$ cat src/rtl/systolic_ctrl_pkg.sv
// Shared definitions for the systolic array sequencer: state encoding, default latency and
// descriptor field widths.
package systolic_ctrl_pkg;

  typedef enum logic [2:0] {
    StIdle     = 3'd0,
    StLoad     = 3'd1,
    StWgt      = 3'd2,
    StRows     = 3'd3,
    StPassWait = 3'd4,
    StDrain    = 3'd5
  } ctrl_state_e;

  localparam int unsigned SaLatencyDefault = 9;
  localparam int unsigned LoopWidthDefault = 16;
  localparam int unsigned AddrWidthDefault = 16;
  localparam int unsigned PerfWidth        = 32;

endpackage

$ cat src/rtl/sa_ctrl_delay_line.sv
// Valid+data shift register that delays each issued row address until its result leaves the
// array; reports whether anything is in flight.
module sa_ctrl_delay_line
  import systolic_ctrl_pkg::*;
#(
  parameter int unsigned DEPTH = SaLatencyDefault,
  parameter int unsigned WIDTH = AddrWidthDefault
) (
  input  logic             clk,
  input  logic             reset,
  input  logic             in_valid,
  input  logic [WIDTH-1:0] in_data,
  output logic             out_valid,
  output logic [WIDTH-1:0] out_data,
  output logic             any_valid,
  output logic             pending
);

  logic [DEPTH-1:0] valid_q;
  logic [WIDTH-1:0] data_q [DEPTH];

  always_ff @(posedge clk) begin
    if (!reset) begin
      valid_q <= '0;
      for (int i = 0; i < DEPTH; i++) begin
        data_q[i] <= '0;
      end
    end else begin
      valid_q   <= {valid_q[DEPTH-2:0], in_valid};
      data_q[0] <= in_data;
      for (int i = 1; i < DEPTH; i++) begin
        data_q[i] <= data_q[i-1];
      end
    end
  end

  assign out_valid = valid_q[DEPTH-1];
  assign out_data  = data_q[DEPTH-1];
  assign any_valid = |valid_q;
  // Entries still in flight other than the one leaving this cycle.
  assign pending   = |valid_q[DEPTH-2:0];

endmodule

$ cat src/rtl/systolic_array_ctrl.sv
// Tile sequencer for the systolic array: issues buffer reads per pass and delayed obuf writes.
// Optional busy-cycle counter enabled by defining SA_CTRL_PERF_EN.
module systolic_array_ctrl
  import systolic_ctrl_pkg::*;
#(
  parameter int unsigned ARRAY_N         = 4,
  parameter int unsigned ARRAY_M         = 4,
  parameter int unsigned IBUF_ADDR_WIDTH = AddrWidthDefault,
  parameter int unsigned WBUF_ADDR_WIDTH = AddrWidthDefault,
  parameter int unsigned BBUF_ADDR_WIDTH = AddrWidthDefault,
  parameter int unsigned OBUF_ADDR_WIDTH = AddrWidthDefault,
  parameter int unsigned LOOP_WIDTH      = LoopWidthDefault,
  parameter int unsigned SA_LATENCY      = SaLatencyDefault
) (
  input  logic                       clk,
  input  logic                       reset,
  input  logic                       start,
  input  logic [LOOP_WIDTH-1:0]      cfg_num_rows,
  input  logic [LOOP_WIDTH-1:0]      cfg_num_k,
  input  logic [IBUF_ADDR_WIDTH-1:0] cfg_ibuf_base,
  input  logic [WBUF_ADDR_WIDTH-1:0] cfg_wbuf_base,
  input  logic [BBUF_ADDR_WIDTH-1:0] cfg_bbuf_base,
  input  logic [OBUF_ADDR_WIDTH-1:0] cfg_obuf_base,
  output logic                       busy,
  output logic                       done,
  output logic                       acc_clear,
  output logic                       ibuf_read_req,
  output logic [IBUF_ADDR_WIDTH-1:0] ibuf_read_addr,
  output logic                       wbuf_read_req,
  output logic [WBUF_ADDR_WIDTH-1:0] wbuf_read_addr,
  output logic                       bias_read_req,
  output logic [BBUF_ADDR_WIDTH-1:0] bias_read_addr,
  output logic                       bias_prev_sw,
  output logic                       obuf_read_req,
  output logic [OBUF_ADDR_WIDTH-1:0] obuf_read_addr,
  output logic                       obuf_write_req,
  output logic [OBUF_ADDR_WIDTH-1:0] obuf_write_addr,
  output logic [PerfWidth-1:0]       perf_cycle_count
);

  if (ARRAY_N == 0 || ARRAY_M == 0 || SA_LATENCY < 2) begin : g_bad_cfg
    $error("systolic_array_ctrl: invalid parameter set");
  end

  ctrl_state_e state_q, state_d;

  logic [LOOP_WIDTH-1:0]      num_rows_q, num_k_q;
  logic [LOOP_WIDTH-1:0]      k_q, r_q;
  logic [IBUF_ADDR_WIDTH-1:0] ibuf_ptr_q;
  logic [WBUF_ADDR_WIDTH-1:0] wbuf_base_q;
  logic [BBUF_ADDR_WIDTH-1:0] bbuf_base_q;
  logic [OBUF_ADDR_WIDTH-1:0] obuf_base_q;

  logic                       last_row, more_k, rows_short, tile_empty;
  logic [OBUF_ADDR_WIDTH-1:0] row_obuf_addr;
  logic                       dl_out_valid, dl_any_valid, dl_pending;
  logic [OBUF_ADDR_WIDTH-1:0] dl_out_data;

  assign last_row      = (r_q == num_rows_q - LOOP_WIDTH'(1));
  assign more_k        = ((k_q + LOOP_WIDTH'(1)) < num_k_q);
  assign rows_short    = (32'(num_rows_q) < SA_LATENCY);
  assign tile_empty    = (num_rows_q == '0) || (num_k_q == '0);
  assign row_obuf_addr = obuf_base_q + OBUF_ADDR_WIDTH'(r_q);

  always_comb begin
    state_d = state_q;
    unique case (state_q)
      StIdle:     if (start) state_d = StLoad;
      StLoad:     state_d = tile_empty ? StDrain : StWgt;
      StWgt:      state_d = StRows;
      StRows: begin
        if (last_row) begin
          if (!more_k)         state_d = StDrain;
          else if (rows_short) state_d = StPassWait;
          else                 state_d = StWgt;
        end
      end
      // Next pass reads partial sums back, so the previous writes must have landed first.
      StPassWait: if (!dl_pending) state_d = StWgt;
      StDrain:    if (!dl_any_valid) state_d = StIdle;
      default:    state_d = StIdle;
    endcase
  end

  always_ff @(posedge clk) begin
    if (!reset) begin
      state_q     <= StIdle;
      num_rows_q  <= '0;
      num_k_q     <= '0;
      k_q         <= '0;
      r_q         <= '0;
      ibuf_ptr_q  <= '0;
      wbuf_base_q <= '0;
      bbuf_base_q <= '0;
      obuf_base_q <= '0;
    end else begin
      state_q <= state_d;
      unique case (state_q)
        StIdle: begin
          if (start) begin
            num_rows_q  <= cfg_num_rows;
            num_k_q     <= cfg_num_k;
            ibuf_ptr_q  <= cfg_ibuf_base;
            wbuf_base_q <= cfg_wbuf_base;
            bbuf_base_q <= cfg_bbuf_base;
            obuf_base_q <= cfg_obuf_base;
          end
        end
        StLoad: k_q <= '0;
        StWgt:  r_q <= '0;
        StRows: begin
          // Running pointer equals ibuf_base + k*num_rows + r, modulo the address width.
          r_q        <= r_q + LOOP_WIDTH'(1);
          ibuf_ptr_q <= ibuf_ptr_q + IBUF_ADDR_WIDTH'(1);
          if (last_row && more_k) k_q <= k_q + LOOP_WIDTH'(1);
        end
        default: ;
      endcase
    end
  end

  sa_ctrl_delay_line #(
    .DEPTH(SA_LATENCY),
    .WIDTH(OBUF_ADDR_WIDTH)
  ) u_delay_line (
    .clk      (clk),
    .reset    (reset),
    .in_valid (state_q == StRows),
    .in_data  (row_obuf_addr),
    .out_valid(dl_out_valid),
    .out_data (dl_out_data),
    .any_valid(dl_any_valid),
    .pending  (dl_pending)
  );

  always_comb begin
    busy            = (state_q != StIdle);
    done            = (state_q == StDrain) && !dl_any_valid;
    acc_clear       = (state_q == StLoad);
    wbuf_read_req   = (state_q == StWgt);
    wbuf_read_addr  = '0;
    ibuf_read_req   = (state_q == StRows);
    ibuf_read_addr  = '0;
    bias_read_req   = (state_q == StRows) && (k_q == '0);
    bias_read_addr  = '0;
    obuf_read_req   = (state_q == StRows) && (k_q != '0);
    obuf_read_addr  = '0;
    bias_prev_sw    = ((state_q == StWgt) || (state_q == StRows)) && (k_q != '0);
    obuf_write_req  = dl_out_valid;
    obuf_write_addr = dl_out_valid ? dl_out_data : '0;
    if (wbuf_read_req) wbuf_read_addr = wbuf_base_q + WBUF_ADDR_WIDTH'(k_q);
    if (ibuf_read_req) ibuf_read_addr = ibuf_ptr_q;
    if (bias_read_req) bias_read_addr = bbuf_base_q;
    if (obuf_read_req) obuf_read_addr = row_obuf_addr;
  end

`ifdef SA_CTRL_PERF_EN
  logic [PerfWidth-1:0] perf_q;

  always_ff @(posedge clk) begin
    if (!reset) begin
      perf_q <= '0;
    end else if (state_q == StIdle) begin
      if (start) perf_q <= '0;
    end else if (perf_q != '1) begin
      perf_q <= perf_q + PerfWidth'(1);
    end
  end

  assign perf_cycle_count = perf_q;
`else
  assign perf_cycle_count = '0;
`endif

endmodule

$ cat config.mk
export PLATFORM = sky130hd
export DESIGN_NAME = systolic_array_ctrl
export DESIGN_NICKNAME = d
export VERILOG_FILES = /design/src/rtl/systolic_ctrl_pkg.sv /design/src/rtl/sa_ctrl_delay_line.sv /design/src/rtl/systolic_array_ctrl.sv
export SDC_FILE = /design/constraint.sdc
export NUM_CORES = 1
export LEC_CHECK = 0
export ABC_AREA = 1
export CAP_MARGIN = 5
export CORE_ASPECT_RATIO = 0.6
export CORE_MARGIN = 1
export CORE_UTILIZATION = 56
export CTS_BUF_LIST = sky130_fd_sc_hd__clkbuf_2 sky130_fd_sc_hd__clkbuf_4 sky130_fd_sc_hd__clkbuf_8
export DETAILED_ROUTE_END_ITERATION = 8
export HOLD_SLACK_MARGIN = 0.15
export PLACE_DENSITY = 0.88
export SYNTH_ARGS = -nofsm -noshare
export SYNTH_HDL_FRONTEND = slang
export SYNTH_HIERARCHICAL = 1
export SYNTH_SLANG_ARGS = --single-unit
$ cat constraint.sdc
create_clock -name clk -period 3.6 [get_ports clk]
set_clock_uncertainty 0.15 [all_clocks]
set_input_delay 0.54 -clock clk [delete_from_list [all_inputs] [get_ports clk]]
set_output_delay 0.54 -clock clk [all_outputs]
set_load 0.1 [all_outputs]
# Yosys cells after proc, flatten, opt, wreduce, memory -nomap -nowiden
# Memory sizes are Yosys's and may differ from the RTL's.
# Index checks and enable logic that the tools add are counted.
[op_classes]
add_sub_neg = 6
magnitude_cmp = 2
eq_ne = 11
mux = 29
bitwise = 9
n_reduce_logical = 23
[ops]
columns = ["cell", "count"]
rows = [
  ["two-way mux 16 bit", 16],
  ["one-hot mux 16 bit (2 select lines)", 3],
  ["adder 16 x 1 -> 16 bit, second input constant", 3],
  ["zero test 16 bit", 3],
  ["adder 16 bit", 2],
  ["two-way mux 3 bit", 7],
  ["one-hot mux 3 bit (6 select lines)", 1],
  ["equality test 16 bit", 1],
  ["less-than comparator 16 bit", 1],
  ["less-than comparator 16 x 4 -> 1 bit, second input constant", 1],
  ["nonzero test 16 bit", 1],
  ["subtractor 16 x 1 -> 16 bit, second input constant", 1],
  ["!= test 2 bit, second input constant", 5],
  ["bitwise OR 1 bit", 9],
  ["OR reduction 9 bit", 1],
  ["OR reduction 8 bit", 1],
  ["equality test 3 x 2 -> 1 bit, second input constant", 2],
  ["equality test 3 bit, second input constant", 2],
  ["AND reduction 2 bit", 3],
  ["nonzero test 2 bit", 3],
  ["logical AND 1 bit", 5],
  ["AND reduction 4 bit", 1],
  ["equality test 3 x 1 -> 1 bit, second input constant", 1],
  ["zero test 3 bit", 1],
  ["other kinds (4)", 6],
]
[totals]
ff_bits = 140
ram_bits = 144
inputBits = 99
output_inout_bits = 121
wordCells = 91
memories = 1
[mem_list]
columns = ["name", "depth", "width", "read_ports", "rd_ports_with_merged_regs", "write_ports", "line", "rtl"]
rows = [
  ["u_delay_line.data_q", 9, 16, 9, 0, 9, "sa_ctrl_delay_line.sv:20", "logic [WIDTH-1:0] data_q [DEPTH];"],
]

# Logic depth before layout (Yosys ltp)
# Gate-level depths: netlist of run 1.
[logic_depth]
ltp_word = 5
mapped_depth = 19
mapped_depth_nobuf = 19

# By module
# The synthesis of run 1 kept the hierarchy.
[modules_own_cells]
columns = ["mod", "n_inst", "cells_per_inst", "area_per_inst_um2", "seq_area_each_um2"]
rows = [
  ["systolic_array_ctrl", 1, 1406, 9097.5, 2622.5],
  ["sa_ctrl_delay_line", 1, 502, 4506.8, 3062.9],
]

# Least setup slack after synthesis of run 1
# OpenSTA, ideal clock, no wires.
[synth_path]
path_kind = "reg2out"
start = "register u_delay_line.valid_q[8]"
end = "output port done"
arrival_ns = 3.753
required_time_ns = 2.910
setup_slack_ns = -0.843
path_stages_with_launch = 4
n_path_buf = 0
path_cell_list = "dfxtp_1 > inv_1 > nand2_1 > nor4_1"
[synth_between]
elab_chain_cells = 3
[synth_rtl]
columns = ["element", "line", "rtl"]
rows = [
  ["start: declaration", "sa_ctrl_delay_line.sv:19", "logic [DEPTH-1:0] valid_q;"],
  ["start signal: assignment", "sa_ctrl_delay_line.sv:29", "valid_q <= {valid_q[DEPTH-2:0], in_valid};"],
  ["OR reduction 9 bit", "sa_ctrl_delay_line.sv:39", "assign any_valid = |valid_q;"],
  ["net dl_any_valid", "systolic_array_ctrl.sv:56", "logic dl_out_valid, dl_any_valid, dl_pending;"],
  ["zero test 1 bit", "systolic_array_ctrl.sv:138", "done = (state_q == StDrain) && !dl_any_valid;"],
  ["logical AND 1 bit", "systolic_array_ctrl.sv:138", ""],
  ["end: declaration", "systolic_array_ctrl.sv:25", "output logic done,"],
]
# The timed path passes the listed nets, and every way through them passes these cells.

# Worst setup path after layout of run 1
[layout_path]
start = "register r_q[3]"
end = "output port obuf_read_addr[12]"
[layout_between]
elab_chain_cells = 2
[layout_rtl]
columns = ["element", "line", "rtl"]
rows = [
  ["start: declaration", "systolic_array_ctrl.sv:48", "logic [LOOP_WIDTH-1:0] k_q, r_q;"],
  ["start signal: assignment", "systolic_array_ctrl.sv:113", "r_q <= r_q + LOOP_WIDTH'(1);"],
  ["adder 16 bit", "systolic_array_ctrl.sv:63", "assign row_obuf_addr = obuf_base_q + OBUF_ADDR_WIDTH'(r_q);"],
  ["net row_obuf_addr[12]", "systolic_array_ctrl.sv:55", "logic [OBUF_ADDR_WIDTH-1:0] row_obuf_addr;"],
  ["two-way mux 16 bit", "systolic_array_ctrl.sv:154", "if (obuf_read_req) obuf_read_addr = row_obuf_addr;"],
  ["end: declaration", "systolic_array_ctrl.sv:35", "output logic [OBUF_ADDR_WIDTH-1:0] obuf_read_addr,"],
]
# The timed path passes the listed nets, and every way through them passes these cells.

==> results of run 1 <==
==> worst register-to-register path, stage by stage (launching register included) <==
cell and delay (ps):
dfxtp_1 420, inv_1 130, nor4_1 280, buf_4 160, nand4_1 120, or2_2 300
nand2_1 130, inv_1 70, ha_1 260, nand2_1 90, o21ai_0 100, a21oi_1 200
nand2_1 110, nor2_2 130, nand3_4 90, buf_12 180, a21oi_1 150, nor2_1 70
==> per-layer routing <==
metal / track usage (%) / part of all wire (%) / up-vias
li1: - / - / 6192
met1: 40.7 / 48 / 5469
met2: 42.2 / 41 / 536
met3: 6.48 / 10 / 49
met4: 6.63 / 1.3 / 0
met5: 0 / 0 / -
==> cell families (layout without fill, tap and decap cells) <==
group | count (synthesis) | after routing | share of synthesized area, %
and+or+nand+nor | 766 | 766 | 23.9
xor gates and xnor gates | 43 | 43 | 2.77
other | 1 | 32 | 0.0276
AOI/OAI and AO/OA | 289 | 289 | 11.3
buffers and inverters | 472 | 640 | 15.2
adders and majority gates | 53 | 53 | 4.98
DFF | 284 | 284 | 41.8
==> cells in the mapped netlist (all sizes together) (3+ instances only) <==
cell type  count  share of area [%]
nor3          27                1.1
or2            3               0.14
a31oi         11               0.51
nand4         23                1.1
dfxtp        284                 42
inv          354                9.8
nor2         256                7.3
ha            51                4.7
nand2        370                 10
a211oi         5               0.28
nand3         68                3.1
nand3b         5               0.28
clkbuf        39                1.1
o21ai        131                4.8
xnor2         14               0.90
o31ai          4               0.22
nor4          11               0.51
buf           77                4.3
o211ai         4               0.22
xor2          29                1.9
a21oi        121                4.5
==> sequential cells by signal, summed over array words and instances (netlist names) <==
register and count:
r_q 16, state_q 3, u_delay_line/data_q 144, num_rows_q 16
bbuf_base_q 16, obuf_base_q 16, ibuf_ptr_q 16, wbuf_base_q 16
num_k_q 16, k_q 16, u_delay_line/valid_q 9
==> final timing paths <==
path,start,end,depth (start not counted),slack [ps]
setup / recovery,r_q[3]$_SDFFE_PN0N_,obuf_read_addr[12],13,90
hold / removal,u_delay_line/data_q[0][79]$_SDFF_PN0_,u_delay_line/data_q[0][95]$_SDFF_PN0_,2,250
setup reg to reg,k_q[4]$_SDFFE_PN0P_,k_q[15]$_SDFFE_PN0P_,17,310
hold reg to reg,u_delay_line/data_q[0][79]$_SDFF_PN0_,u_delay_line/data_q[0][95]$_SDFF_PN0_,2,250
==> stage by stage <==
step                      setup slack [ps]  area, sq um  instances
after floorplan                       11.3        13800       1939
after global placement                 360        16000       2342
after detailed placement               227        16000       2342
after CTS                             16.2        17000       2418
after global routing                  -118        17100       2422
final                                 86.9        17100       2422
==> final cells by class <==
| cell class | instances | area, sq um | share of cell area, % |
|---|---|---|---|
| Clock buffer | 67 | 816 | 4.77 |
| Clock inverter | 6 | 76.3 | 0.446 |
| Inverter | 356 | 1340 | 7.82 |
| Multi-Input combinational cell | 1183 | 6170 | 36.0 |
| Sequential cell | 284 | 5700 | 33.3 |
| Tap cell | 315 | 394 | 2.30 |
| Timing Repair Buffer | 211 | 2620 | 15.3 |
==> where the power goes <==
group | total, mW | leakage, nW | internal [mW] | switching, mW
combinational | 5.19 | 6.00 | 1.61 | 3.58
clock | 2.75 | 0.477 | 1.52 | 1.23
sequential | 4.10 | 2.32 | 3.68 | 0.422
total | 12.0 | 8.79 | 6.80 | 5.23
==> repair_timing <==
item | CTS | global route
buffers inserted | 2 | 4
endpoints found under the setup margin | 7 | 26
gates resized for setup | 13 | 34
pin swaps | 3 | 9
hold endpoints to repair | 31 | 0
hold buffers | 1 | 0
==> results.py, run 1 <==
metrics = {
    "synthesis": {
        "ys_types": 49,
        "yosys_warnings": 6,
        "synth.ff_latch_count": 284,
        "synth_edf_count": 0,
        "syn_area_per_cell_sq_um": 7.13,
        "syn-cell-area_sq_mm": 0.0136,
        "async_reset_ff_share_pct": 0,
        "synth-main-ff-cell": "dfxtp_1",
        "syn_inst": 1908,
        "seq_area_frac_synth_pct": 41.8,
    },
    "worst_setup_path": {
        "cp_num_buf_inv": 3,
        "cp-end-kind": "output port",
        "cp.arrival_ps": 2820,
        "cpMaxStageDelayCell": "ha_1",
        "required_ps": 2910,
        "cp_top_family": "compound AO/OA/AOI/OAI gates",
        "cp_max_fo": 7,
        "start_kind": "register",
        "crit_path_cell_trace": "ha_1 -> a21oi_1 -> nand2_2 -> a21oi_4 -> nor2_1 -> inv_1 -> nand3_2 -> nand2_2 -> o21ai_2 -> xor2_1 -> inv_1 -> nor2_2 -> buf_12",
        "crit_type": "register to output port",
        "slowest_delay_ps": 370,
    },
    "sta": {
        "finalCritPeriodShare_pct": 97.6,
        "maxSlewHeadroom_pct": 18.1,
        "fin_setup_tns_ps": 0,
        "slew_viol_final": 0,
        "setup_viol": 0,
        "hold_violations": 0,
        "timing.hold.ws_ps": 255,
        "period_minus_slack_ps": 3510,
        "rsz0062_at_grt": "true",
        "worstMarginPinSlew_ps": 1230,
        "max_freq_mhz": 285,
    },
    "hold_path": {
        "hold_path_class": "register to register",
    },
    "final_layout": {
        "mostFrequentLayoutCell": "nand2_1",
        "area_growth_pct": 25.8,
        "drive_gt1_share_pct": 13.6,
        "antenna_cells": 0,
        "fill_cells": 1767,
        "post-route-util_pct": 72.9,
        "nNetsFinal": 2229,
        "layout_common_cells": "nand2_1, inv_1, dfxtp_1, nor2_1, o21ai_0",
    },
    "global_routing": {
        "grt_overflow_total": 0,
        "grt_pass1_vias": 11196,
        "grt_max_degree": 139,
        "gr-usage-all-layers_pct": 28.1,
        "grt_pass1_wl_mm": 56.0,
        "antenna_found_initial": 0,
    },
    "die": {
        "die_area_sq_mm": 0.0249,
        "coreArea_sq_mm": 0.0235,
        "initial_utilization_pct": 58.0,
        "die_w_um": 203,
        "io_pins": 220,
        "die_h_um": 123,
        "num_rows": 43,
    },
    "drt": {
        "drtAntennaViolNets": 0,
        "vias_per_cell": 5.06,
        "dr.pass1.iters": 8,
        "wl_per_cell_um": 14.6,
        "wl_mm": 35.3,
        "num_vias": 12246,
        "drt_iter0_markers": 1204,
        "drc_errors": 0,
    },
    "clock_tree": {
        "clkLatencyLatePin_ps": 580,
        "cts_tree": "yes",
        "path_clk_slew_ps": 70,
        "htreeDepth": 2,
        "cts.path.max_buffers": 3,
        "clk_root_buffer_cell": "clkbuf_8",
        "cts_buffers": 41,
        "clock_sinks": 284,
    },
    "place": {
        "gp_congestion": 0.908,
        "dp_hpwl_mm": 25.6,
        "numPortBuffers": 187,
    },
    "power": {
        "powerDensity_mw_per_mm2": 703,
        "p_leak_nw": 8.79,
        "power.total_mw": 12.0,
        "ir_drop_uv": 396,
    },
    "run_status": {
        "outcome": "completed",
    },
    "flow_run": {
        "drv_cap": 0,
    },
}
No activity file was read; power rests on OpenSTA's default activity.
==> inputs of run 2 (changes only) <==
==> constraint.sdc (replaced) <==
create_clock -name clk -period 3.4 [get_ports clk]
set_clock_uncertainty 0.15 [all_clocks]
set_input_delay 0.51 -clock clk [delete_from_list [all_inputs] [get_ports clk]]
set_output_delay 0.51 -clock clk [all_outputs]
set_load 0.1 [all_outputs]
==> run 2 against run 1 <==
  * The flow now finishes with violations (setup timing)
  * Core utilization up 2.2 points
  * Cell count up 1.1%
  * Sequential power up 5.4%
  * Register-to-register slack worse by 140 ps
  * Clock-buffer cell count down 3
  * Sequential cell count unchanged
  * Die area unchanged
  * Worst setup slack worse by 200 ps
  * Non-clock buffer count up 26
  * Routed wire length up 5.7%
  * Power up 9.2%
  * First-iteration DRC count down 23%
==> results.py, run 2 (same netlist as run 1, synthesis figures left out) <==
metrics = {
    "run_status": {
        "outcome": "finished, violations left",
        "violations": "setup timing",
    },
    "global_routing": {
        "grt_max_degree": 138,
        "antenna_found_initial": 0,
        "grt_pass1_vias": 11660,
        "grt_overflow_total": 0,
        "gr-usage-all-layers_pct": 29.2,
        "grt_pass1_wl_mm": 58.7,
    },
    "die": {
        "io_pins": 220,
        "die_area_sq_mm": 0.0249,
        "initial_utilization_pct": 58.0,
        "num_rows": 43,
        "die_w_um": 203,
        "coreArea_sq_mm": 0.0235,
        "die_h_um": 123,
    },
    "sta": {
        "finalCritPeriodShare_pct": 103,
        "rsz0062_at_grt": "true",
        "setup_ws_ps": -113,
        "timing.hold.ws_ps": 194,
        "period_minus_slack_ps": 3510,
        "maxSlewHeadroom_pct": 42.0,
        "fin_setup_tns_ps": -113,
        "worstMarginPinSlew_ps": 870,
        "slew_viol_final": 0,
        "hold_violations": 0,
        "setup_viol": 1,
        "max_freq_mhz": 285,
    },
    "clock_tree": {
        "ctsHoldBuffers": 0,
        "clock_sinks": 284,
        "clkLatencyLatePin_ps": 600,
        "path_clk_slew_ps": 70,
        "cts.path.max_buffers": 3,
        "cts_tree": "yes",
        "cts_buffers": 41,
        "clk_root_buffer_cell": "clkbuf_8",
        "htreeDepth": 2,
    },
    "worst_setup_path": {
        "cp_top_family": "simple AND/OR/NAND/NOR gates",
        "cpMaxStageDelayCell": "dfxtp_2",
        "cp_max_fo": 3,
        "cp.arrival_ps": 2850,
        "crit_path_cell_trace": "ha_4 -> inv_2 -> fa_2 -> inv_2 -> nand3_2 -> nand2_2 -> a21oi_4 -> nor2_1 -> inv_1 -> nand3_2 -> nand2_4 -> o21ai_2 -> xor2_1 -> inv_1 -> nor2_2 -> buf_12",
        "cp_num_buf_inv": 5,
        "cp-end-kind": "output port",
        "required_ps": 2740,
        "crit_type": "register to output port",
        "slowest_delay_ps": 370,
        "r2r_slack_ps": 170,
        "start_kind": "register",
    },
    "power": {
        "p_leak_nw": 8.98,
        "power.total_mw": 13.1,
        "ir_drop_uv": 376,
        "powerDensity_mw_per_mm2": 745,
    },
    "drt": {
        "wl_mm": 37.3,
        "dr.pass1.iters": 5,
        "vias_per_cell": 5.13,
        "drc_errors": 0,
        "drt_iter0_markers": 930,
        "drtAntennaViolNets": 0,
        "num_vias": 12567,
        "wl_per_cell_um": 15.2,
    },
    "final_layout": {
        "nNetsFinal": 2255,
        "drive_gt1_share_pct": 16.6,
        "layout_common_cells": "nand2_1, inv_1, dfxtp_1, nor2_1, o21ai_0",
        "fill_cells": 1675,
        "fin_cells": 2449,
        "final_area_sq_mm": 0.0176,
        "area_growth_pct": 29.7,
        "largest_reg_flops": 144,
        "regMostFlops": "u_delay_line/data_q",
        "mostFrequentLayoutCell": "nand2_1",
        "antenna_cells": 0,
    },
    "place": {
        "dpl.cell_count": 2357,
        "dp_hpwl_mm": 26.4,
        "numPortBuffers": 187,
        "place_area_sq_mm": 0.0162,
        "gp_congestion": 0.916,
    },
    "hold_path": {
        "hold_path_class": "input port to register",
    },
    "flow_run": {
        "drv_cap": 0,
    },
}
## run 2: changes by cell type in the layout (fill, tap and decap cells not counted), moves of 5 or more
cell      change
buf_4        +22
clkbuf_4      -9
a21oi_1       -7
ha_1          -7
a21oi_2       +6
clkbuf_8      +6
ha_4          +6
clkinv_2      +5
## run 2: area by class of cell
class | instances | area, sq um | share of cell area [%]
inverter | 356 | 1340 | 7.59
tap | 315 | 394 | 2.23
timing repair buffer | 237 | 2870 | 16.3
clock buffer | 64 | 831 | 4.71
sequential | 284 | 5710 | 32.3
multi-input combinational | 1183 | 6420 | 36.4
clock inverter | 10 | 85.1 | 0.482
## run 2: metrics by stage
step                util (%)  worst slack [ps]
global route            75.2              -187
detailed placement      68.9             -13.6
finish                  75.2              -113
CTS                     73.7              -104
global placement        68.9               151
floorplan                  -              1.87
## run 2: repair_timing
item	CTS	global route
setup buffers	8	11
gates resized for setup	44	61
endpoints found under the setup margin	27	34
pin swaps	17	16
## run 2: tightest hold or removal path, delay by kind of cell
family	cells	cell delay [ps]
simple gates	1	100
buf+inv	2	260
## run 2: worst paths after layout
path,from,end,depth (start not counted)
max,r_q[0]$_SDFFE_PN0N_,obuf_read_addr[12],16
min,reset,u_delay_line/data_q[0][20]$_SDFF_PN0_,3
max reg2reg,k_q[0]$_SDFFE_PN0P_,k_q[10]$_SDFFE_PN0P_,17
min reg2reg,u_delay_line/data_q[0][107]$_SDFF_PN0_,u_delay_line/data_q[0][123]$_SDFF_PN0_,2
## run 2: routing by layer
metal,vias to the layer above,track usage [%],wire length (um)
met2,560,45.0,16200
met1,5707,40.1,17100
met5,-,0,0
li1,6230,-,-
met3,70,7.30,3250
met4,0,9.30,811
## run 2: report_power, final
part,total [mW],switching [mW],leakage [nW],internal (mW)
Clock,2.99,1.35,0.492,1.64
Sequential,4.32,0.430,2.32,3.89
Combinational,5.82,3.94,6.17,1.89
==> inputs of run 3 (changes only) <==
--- a/config.mk
+++ b/config.mk
@@ -8,11 +8,11 @@
 export ABC_AREA = 1
 export CAP_MARGIN = 5
 export CORE_ASPECT_RATIO = 0.6
-export CORE_MARGIN = 1
+export CORE_MARGIN = 2
 export CORE_UTILIZATION = 56
 export CTS_BUF_LIST = sky130_fd_sc_hd__clkbuf_2 sky130_fd_sc_hd__clkbuf_4 sky130_fd_sc_hd__clkbuf_8
 export DETAILED_ROUTE_END_ITERATION = 8
-export HOLD_SLACK_MARGIN = 0.15
+export HOLD_SLACK_MARGIN = 0.06
 export PLACE_DENSITY = 0.88
 export SYNTH_ARGS = -nofsm -noshare
 export SYNTH_HDL_FRONTEND = slang
==> run 3 against run 2 <==
  * First-iteration DRC count is 25% higher
  * Global-route usage is 1.4 points lower
  * Cell count is 0.57% higher
  * Clock power is 3% lower
  * Routed wire length is 2.1% lower
  * Sequential cell count stayed put
  * Combinational power is 2% higher
  * Core utilization is 1.6 points lower
  * The run still ends with setup timing left
==> results.py, run 3 (same netlist as run 1, synthesis figures left out) <==
metrics = {
    "run_status": {
        "outcome": "finished, violations left",
        "violations": "setup timing",
    },
    "die": {
        "die_h_um": 125,
        "die_w_um": 205,
        "io_pins": 220,
        "num_rows": 44,
        "initial_utilization_pct": 56.7,
        "coreArea_sq_mm": 0.0240,
        "die_area_sq_mm": 0.0256,
    },
    "global_routing": {
        "grt_max_degree": 141,
        "grt_pass1_wl_mm": 57.6,
        "grt_pass1_vias": 11574,
        "grt_overflow_total": 0,
        "antenna_found_initial": 0,
        "gr-usage-all-layers_pct": 27.8,
    },
    "sta": {
        "finalCritPeriodShare_pct": 101,
        "fin_setup_tns_ps": -23.3,
        "worstMarginPinSlew_ps": 1320,
        "rsz0062_at_grt": "true",
        "max_freq_mhz": 292,
        "maxSlewHeadroom_pct": 11.7,
        "setup_ws_ps": -23.3,
        "slew_viol_final": 0,
        "setup_viol": 1,
        "period_minus_slack_ps": 3420,
        "hold_violations": 0,
        "timing.hold.ws_ps": 159,
    },
    "power": {
        "p_leak_nw": 9.00,
        "ir_drop_uv": 353,
        "power.total_mw": 13.1,
        "powerDensity_mw_per_mm2": 744,
    },
    "clock_tree": {
        "cts_buffers": 42,
        "cts.path.max_buffers": 3,
        "clk_root_buffer_cell": "clkbuf_8",
        "path_clk_slew_ps": 70,
        "clock_sinks": 284,
        "htreeDepth": 2,
        "cts_tree": "yes",
        "clkLatencyLatePin_ps": 580,
        "ctsHoldBuffers": 0,
    },
    "worst_setup_path": {
        "cp_top_family": "adder cells",
        "crit_path_cell_trace": "ha_4 -> inv_2 -> fa_2 -> inv_2 -> nand3_2 -> nand2_2 -> a21oi_4 -> nor2_1 -> inv_1 -> nand3_2 -> nand2_2 -> o21ai_2 -> xor2_1 -> inv_1 -> nor2_4 -> buf_12",
        "crit_type": "register to output port",
        "required_ps": 2740,
        "cp.arrival_ps": 2760,
        "slowest_delay_ps": 360,
        "cp_num_buf_inv": 5,
        "cp-end-kind": "output port",
        "start_kind": "register",
        "cp_max_fo": 3,
        "cpMaxStageDelayCell": "fa_2",
    },
    "drt": {
        "num_vias": 12453,
        "wl_per_cell_um": 14.8,
        "drtAntennaViolNets": 0,
        "drc_errors": 0,
        "drt_iter0_markers": 1167,
        "dr.pass1.iters": 5,
        "wl_mm": 36.5,
        "vias_per_cell": 5.06,
    },
    "place": {
        "numPortBuffers": 187,
        "gp_congestion": 0.952,
        "place_area_sq_mm": 0.0161,
        "dpl.cell_count": 2359,
        "dp_hpwl_mm": 25.8,
    },
    "final_layout": {
        "fin_cells": 2463,
        "register_area_sq_mm": 0.00571,
        "regMostFlops": "u_delay_line/data_q",
        "fill_cells": 1858,
        "final_area_sq_mm": 0.0177,
        "antenna_cells": 0,
        "drive_gt1_share_pct": 17.3,
        "nNetsFinal": 2263,
        "mostFrequentLayoutCell": "nand2_1",
        "layout_common_cells": "nand2_1, inv_1, dfxtp_1, nor2_1, o21ai_0",
        "largest_reg_flops": 144,
        "area_growth_pct": 29.9,
        "multi_input_area_sq_mm": 0.00637,
    },
    "flow_run": {
        "drv_cap": 0,
    },
    "hold_path": {
        "hold_path_class": "input port to register",
    },
}
## run 3: cell count changes in the layout (fill, tap and decap cells not counted), sizes merged
cell	delta
buf	+5
clkbuf	+1
clkinv	-1
clkinvlp	+3
inv	-1
## run 3: stage by stage
stage / util (%) / setup slack (ps)
CTS: 71.6 / -76.5
global placement: 67.2 / 86.7
finish: 73.6 / -23.3
detailed placement: 67.2 / -57.1
floorplan: - / 1.87
global route: 73.6 / -157
## run 3: worst paths after layout
path                                                       startpoint                                     end  slack (ps)  cells after the start
worst min register to register  u_delay_line/data_q[0][95]$_SDFF_PN0_  u_delay_line/data_q[0][111]$_SDFF_PN0_         250                      2
worst max-delay path                      obuf_base_q[0]$_SDFFE_PN0P_                      obuf_read_addr[12]         -20                     16
worst max register to register                    k_q[0]$_SDFFE_PN0P_                    k_q[12]$_SDFFE_PN0P_          50                     17
worst min-delay path                                            reset    u_delay_line/data_q[0][0]$_SDFF_PN0_         160                      3
## run 3: area by class of cell
type,count,area share (%)
inverter,356,7.64
sequential,284,32.3
multi-input combinational,1183,36.1
clock buffer,63,4.41
clock inverter,11,0.545
timing repair buffer,244,16.7
tap,322,2.28
## run 3: tightest hold or removal path: cells and delay by family
family	cells	cell delay [ps]
AND/OR/NAND/NOR	1	90
buffers and inverters	2	220
## run 3: routing by layer
layer	track usage, %	wire length [um]
met5	0	0
met4	7.66	720
met2	40.4	15100
met3	7.20	3840
met1	40.3	16900
## run 3: where the power goes
group          switching (mW)  leakage, nW  internal (mW)
combinational            3.99         6.20           1.94
clock                    1.34        0.475           1.56
sequential              0.422         2.32           3.90
total                    5.75         9.00           7.40
## run 3: timing repair
action                     CTS  global route
resized for setup           33            75
setup endpoints to repair   29            36
cloned                       0             3
setup buffers                9            18
pin swaps                    6            27
